<file path="src/rtl/spi_game_tx.sv">
// Transmit end of the game-state SPI link: packs ten fields into one frame
// on trigger and shifts it out MSB-first as SPI mode 0.
module spi_game_tx #(
    parameter int DATA_WIDTH      = 89,
    parameter int DATA_CLK_PERIOD = 8
) (
    input  logic        clk_in,
    input  logic        rst_in,
    input  logic [2:0]  health_in,
    input  logic [10:0] rect_x_in,
    input  logic [9:0]  rect_y_in,
    input  logic [10:0] rect_w_in,
    input  logic [9:0]  rect_h_in,
    input  logic [10:0] saber_x_in,
    input  logic [9:0]  saber_y_in,
    input  logic [1:0]  saber_state_in,
    input  logic [10:0] saber_attack_x_in,
    input  logic [9:0]  saber_attack_y_in,
    input  logic        trigger_in,
    output logic        busy_out,
    output logic        done_out,
    output logic        chip_data_out,
    output logic        chip_clk_out,
    output logic        chip_sel_out
);
    localparam int HALF_PERIOD = DATA_CLK_PERIOD / 2;
    localparam int CYC_W       = (DATA_CLK_PERIOD > 2) ? $clog2(DATA_CLK_PERIOD) : 1;
    localparam int BIT_W       = $clog2(DATA_WIDTH);

    if (DATA_WIDTH != 89) begin : g_bad_width
        $error("spi_game_tx: DATA_WIDTH must be 89 to match the field layout");
    end
    if ((DATA_CLK_PERIOD < 2) || (DATA_CLK_PERIOD % 2 != 0)) begin : g_bad_period
        $error("spi_game_tx: DATA_CLK_PERIOD must be even and at least 2");
    end

    typedef enum logic {
        IDLE,
        TRANSMIT
    } state_t;

    state_t                  state, state_next;
    logic [DATA_WIDTH-1:0]   shift_reg, shift_next;
    logic [CYC_W-1:0]        cyc_cnt, cyc_next;
    logic [BIT_W-1:0]        bit_cnt, bit_next;
    logic                    busy_next, done_next, data_next, sck_next, sel_next;
    logic [88:0]             frame;

    assign frame = {health_in, rect_x_in, rect_y_in, rect_w_in, rect_h_in,
                    saber_x_in, saber_y_in, saber_state_in,
                    saber_attack_x_in, saber_attack_y_in};

    always_ff @(posedge clk_in) begin
        if (rst_in) begin
            state         <= IDLE;
            cyc_cnt       <= '0;
            bit_cnt       <= '0;
            busy_out      <= 1'b0;
            done_out      <= 1'b0;
            chip_data_out <= 1'b0;
            chip_clk_out  <= 1'b0;
            chip_sel_out  <= 1'b1;
        end else begin
            state         <= state_next;
            cyc_cnt       <= cyc_next;
            bit_cnt       <= bit_next;
            busy_out      <= busy_next;
            done_out      <= done_next;
            chip_data_out <= data_next;
            chip_clk_out  <= sck_next;
            chip_sel_out  <= sel_next;
        end
    end

    // Frame payload carries no control meaning, so it is left out of reset.
    always_ff @(posedge clk_in) begin
        shift_reg <= shift_next;
    end

    always_comb begin
        state_next = state;
        shift_next = shift_reg;
        cyc_next   = cyc_cnt;
        bit_next   = bit_cnt;
        busy_next  = busy_out;
        done_next  = 1'b0;
        data_next  = chip_data_out;
        sck_next   = chip_clk_out;
        sel_next   = chip_sel_out;

        unique case (state)
            IDLE: begin
                if (trigger_in) begin
                    shift_next = frame;
                    data_next  = frame[88];
                    sel_next   = 1'b0;
                    sck_next   = 1'b0;
                    busy_next  = 1'b1;
                    cyc_next   = '0;
                    bit_next   = '0;
                    state_next = TRANSMIT;
                end
            end
            TRANSMIT: begin
                if (cyc_cnt == CYC_W'(DATA_CLK_PERIOD - 1)) begin
                    cyc_next = '0;
                    sck_next = 1'b0;
                    if (bit_cnt == BIT_W'(DATA_WIDTH - 1)) begin
                        sel_next   = 1'b1;
                        data_next  = 1'b0;
                        busy_next  = 1'b0;
                        done_next  = 1'b1;
                        state_next = IDLE;
                    end else begin
                        // Rotate rather than shift so every register bit has a reader.
                        shift_next = {shift_reg[DATA_WIDTH-2:0], shift_reg[DATA_WIDTH-1]};
                        data_next  = shift_reg[DATA_WIDTH-2];
                        bit_next   = bit_cnt + BIT_W'(1);
                    end
                end else begin
                    cyc_next = cyc_cnt + CYC_W'(1);
                    if (cyc_cnt == CYC_W'(HALF_PERIOD - 1)) begin
                        sck_next = 1'b1;
                    end
                end
            end
            default: state_next = IDLE;
        endcase
    end
endmodule

</file>
<file path="config.mk">
export PLATFORM = sky130hd
export DESIGN_NAME = spi_game_tx
export DESIGN_NICKNAME = d
export VERILOG_FILES = /design/src/rtl/spi_game_tx.sv
export SDC_FILE = /design/constraint.sdc
export NUM_CORES = 1
export LEC_CHECK = 0
export ABC_CLOCK_PERIOD_IN_PS = 3290
export BUFFER_PORTS_ARGS = -buffer_cell sky130_fd_sc_hd__buf_2
export CORE_UTILIZATION = 49
export CTS_BUF_LIST = sky130_fd_sc_hd__clkbuf_4 sky130_fd_sc_hd__clkbuf_8 sky130_fd_sc_hd__clkbuf_16
export CTS_CLUSTER_SIZE = 16
export DETAILED_ROUTE_END_ITERATION = 7
export PLACE_DENSITY_LB_ADDON = 0.2
export SETUP_SLACK_MARGIN = 0.5
export SYNTH_ARGS = -nofsm -noshare
export SYNTH_HDL_FRONTEND = slang
export SYNTH_SLANG_ARGS = --single-unit
</file>
<file path="constraint.sdc">
create_clock -name clk_in -period 3.29 [get_ports clk_in]
set_clock_uncertainty 0.05 [all_clocks]
set_input_delay 0.1645 -clock clk_in [delete_from_list [all_inputs] [get_ports clk_in]]
set_output_delay 0.1645 -clock clk_in [all_outputs]
set_load 0.005 [all_outputs]
</file>
Yosys cells after proc, flatten, opt, wreduce, memory -nomap -nowiden
Index checks and enable logic that the tools add are counted.
Widths: inputs -> output; s select.
{ "word_totals": {"ff_bits": 105, "output_inout_bits": 5, "elab_cells": 57} }
{ "classes": {"n_addsub": 2, "n_eq_ne": 8, "muxes": 31, "bitwise_logic": 2, "n_reduce_logical": 5} }
{ "ops": {"columns": ["cell", "count"], "rows": [
  ["$mux 89", 3],
  ["$pmux 89 s2", 1],
  ["$mux 7", 3],
  ["$mux 1", 15],
  ["$pmux 7 s2", 1],
  ["$pmux 1 s2", 5],
  ["$add 7x1->7 const B", 1],
  ["$eq 7x7->1 const B", 1],
  ["$mux 3", 2],
  ["$pmux 3 s2", 1],
  ["$reduce_and 3->1", 2],
  ["$ne 2x1->1 const B", 2],
  ["$ne 2x2->1 const B", 2],
  ["$reduce_and 2->1", 2],
  ["$add 3x1->3 const B", 1],
  ["$eq 3x2->1 const B", 1],
  ["$eq 3x3->1 const B", 1],
  ["$ne 3x1->1 const B", 1],
  ["$reduce_or 3->1", 1],
  ["$not 1->1", 2]
]} }

Depth between registers and ports, before layout
{ "logic_depth": {"depth_word": 4, "depth_mapped": 6} }

Worst setup path after synthesis
OpenSTA, ideal clock, no wires.
{ "synth_timing": {"kind": "reg2reg", "start": "register state", "end": "register shift_reg[0] (enable)", "setup_time_ps": 450, "arrival_time_ps": 2917, "required_time_ps": 2790, "setup_slack_ps": -127, "path_stages_with_launch": 5, "n_path_buf": 2, "synth_period_minus_slack_ps": 3417, "cell_sequence": "dfxtp_1 > clkbuf_1 > clkbuf_1 > o211ai_1 > nand2_1"} }
{ "synth_via": {"elab_chain_len": 3} }
{ "synth_rtl": {"columns": ["element", "line", "source"], "rows": [
  ["start: declaration", "42", "state_t state, state_next;"],
  ["start signal: assignment", "64", "state <= state_next;"],
  ["$not 1->1 (no source line)", null, null],
  ["$ne 2x2->1 (no source line)", null, null],
  ["$reduce_and 3->1 (no source line) *", null, null],
  ["end signal: assignment", "77", "shift_reg <= shift_next;"],
  ["end: declaration", "43", "logic [DATA_WIDTH-1:0] shift_reg, shift_next;"]
]} }
Every way passes the cells marked *; elsewhere a longest branch is shown, timed or not.
A chain may end at the register's enable or synchronous reset.

Worst setup path after layout
{ "layout_timing": {"start": "register cyc_cnt[0]", "end": "register shift_reg[19] (enable)"} }
{ "layout_via": {"elab_chain_len": 3} }
{ "layout_rtl": {"columns": ["element", "line", "source"], "rows": [
  ["start: declaration", "44", "logic [CYC_W-1:0] cyc_cnt, cyc_next;"],
  ["start signal: assignment", "65", "cyc_cnt <= cyc_next;"],
  ["$eq 3x3->1", "105", "if (cyc_cnt == CYC_W'(DATA_CLK_PERIOD - 1)) begin"],
  ["$ne 2x1->1 (no source line)", null, null],
  ["$reduce_and 3->1 (no source line)", null, null]
]} }
Every way passes these cells.

==> impl_metrics.csv <==
group,metric,value,unit
synth,synth.cell_area,4580,um2
floorplanning,initial_core_util,51.5,%
sta,rsz0062_at_grt,"no",
cts,clock_path_buffers,2,
finish,drive_above_1_share,54.0,%
finish,seq_area,3000,um2
worst_setup_path,worstPathRequired,3.27,ns
place,hpwl,5260,um
power_and_ir_drop,vdd_drop_max,0.277,mV
global_routing,grt_start_max_net_pins,57,
global_routing,grt.total_usage,16.3,%
finish,filler_cell_count,700,
synth,async_flop_share,0,%
sta,finalSetupTns,0,ns
flow_run,maxCapViolCount,0,
worst_setup_path,cp_top_family,"adder cells",
cts,cts_resized,0,
worst_setup_path,critPathCaptureType,"register",
finish,num_antenna_cells,0,
sta,slew_viol_final,0,
synth,yosysSeqAreaShare,65.3,%
sta,finalCritPeriodShare,66.4,%
floorplanning,die_area,9740,um2
cts,htree_num_levels,3,
routing,drt_iter0_markers,117,
finish,largest_reg_flops,89,
finish,mostFrequentLayoutCell,"buf_2",
place,portBuffers,96,
cts,cts-hold-fix-buffers,0,
worst_setup_path,cp.arrival,2.16,ns
cts,cts_buffers,9,
floorplanning,die_y,98.7,um
finish,layout_common_cells,"96 x buf_2, 89 x mux2_2, 89 x edfxtp_1",
finish,multi_input_area,1500,um2
worst_setup_path,crit_path_frequent_cell,"ha_1",
routing,drt_wl_total,7750,um
worst_setup_path,crit_buf_inv,1,
routing,drc,0,
synth,synth_flop_cell,"edfxtp_1",
synth,synth-edff-count,89,
floorplanning,num_io_pins,97,
sta,fmax,458,MHz
routing,vias,2632,
routing,post_drt_wl_per_cell,15.6,um
floorplanning,core.rowCount,34,
sta,timing.slew.headroom,56.4,%
routing,dr.pass1.iters,4,
floorplanning,die_w,98.7,um
synth,ys_types,35,
sta,hold_viol_final,0,
worst_setup_path,critPathMaxFanout,29,
worst_hold_path,hold_path_class,"in2reg",
cts,cts_setup_buffers,0,
sta,hold_ws,0.0585,ns
cts,root_buffer,"clkbuf_8",
power_and_ir_drop,power_leakage,1.98,nW
global_routing,grt_antenna_before_repair,0,
global_routing,grt_pass1_vias,2635,
global_routing,grt_overflow,0,
worst_setup_path,slowest_stage,"nand2_4",
sta,finalCriticalPeriod,2.19,ns
sta,worstMarginPinSlew,0.654,ns
worst_setup_path,crit_chain,"ha_1 -> ha_1 -> o211ai_1 -> nand2_4 -> buf_4",
synth,syn_nets,385,
global_routing,grt_pass1_wl,12200,um
worst_setup_path,worstSetupPathType,"reg2reg",
power_and_ir_drop,power.density,497,nW/um2
cts,numClockSinks,105,
place,place_congestion,0.838,
finish,finalNetCount,481,
synth,synthCells,288,
worst_setup_path,start_kind,"register",
floorplanning,core,8890,um2
sta,setup_violations,0,
worst_setup_path,worst_path_largest_cell_delay,0.37,ns
cts,clock_latency,0.35,ns
cts,path_clk_slew,0.10,ns
cts,cts_tree,"done",
finish,area_growth,17.9,%
routing,ant_nets,0,
synth,avgSynthCellArea,15.9,um2
routing,avgViaCountPerCell,5.30,
synth,ys_ff_latch,105,
status,status,"finished clean",
synth,ys_warn_count,0,
finish,fin_util,60.7,%
-- area by class of cell --
cell class              instances  area share, %
multi-input cells             160           27.7
well taps                     108           2.50
inverters                       8          0.556
clock buffers                  11           2.57
repair buffers                100           9.69
clock inverters                 5           1.48
flip-flops and latches        105           55.5
-- per-stage QoR --
stage | instances | cell area [um2] | total power [W] | setup slack (ns)
floorplan | 288 | 4580 | 0.00177 | 0.703
global placement | 481 | 5180 | 0.00185 | 1.14
detailed placement | 481 | 5180 | 0.00186 | 1.10
CTS | 497 | 5400 | 0.00272 | 1.09
global route | 497 | 5400 | 0.00279 | 0.948
finish | 497 | 5400 | 0.00268 | 1.10
-- per-layer routing --
metal / global-route usage [%] / wire (um) / share of wire, % / vias up
li1: - / - / - / 1297
met2: 27.0 / 3780 / 49 / 70
met3: 3.05 / 351 / 4.5 / 7
met5: 0 / 0 / 0 / -
met1: 21.0 / 3510 / 45 / 1258
met4: 6.89 / 108 / 1.4 / 0
-- where the power goes --
group	internal [W]	switching, W
Sequential	0.00155	0.0000204
Clock	0.000445	0.000409
Combinational	0.000147	0.000114
Total	0.00214	0.000543
-- kinds of logic (layout without fill, tap and decap cells) --
| logic type | after synthesis | count (layout) | share of synthesized area, % |
|---|---|---|---|
| buf+inv | 23 | 124 | 2.19 |
| flops | 105 | 105 | 65.3 |
| mux | 90 | 90 | 22.1 |
| compound gates | 31 | 31 | 4.64 |
| simple gates | 34 | 34 | 4.37 |
| fa+ha+maj | 5 | 5 | 1.37 |
-- synth_stat cells (all sizes together), types with 3 or more instances --
cell type | count | share of area (%)
inv | 8 | 0.66
nand2 | 9 | 0.74
dfxtp | 16 | 7.0
ha | 5 | 1.4
clkbuf | 4 | 0.33
or4 | 3 | 0.49
o31ai | 3 | 0.49
a21oi | 9 | 0.98
nor2 | 5 | 0.41
edfxtp | 89 | 58
buf | 11 | 1.2
o211ai | 4 | 0.66
nor3b | 3 | 0.49
nand3b | 3 | 0.49
o21ai | 3 | 0.33
mux2 | 89 | 22
-- path summary, 6_finish.rpt --
| path | end | slack [ns] | startpoint | depth (start not counted) |
|---|---|---|---|---|
| worst max-delay path | shift_reg[19] | 1.10 | cyc_cnt[0] | 5 |
| worst max register to register | shift_reg[19] | 1.10 | cyc_cnt[0] | 5 |
| worst min register to register | chip_sel_out | 0.40 | chip_sel_out | 2 |
| worst min-delay path | shift_reg[11] | 0.06 | saber_attack_x_in[1] | 2 |
Note: power is estimated with default switching activity, not from simulation.
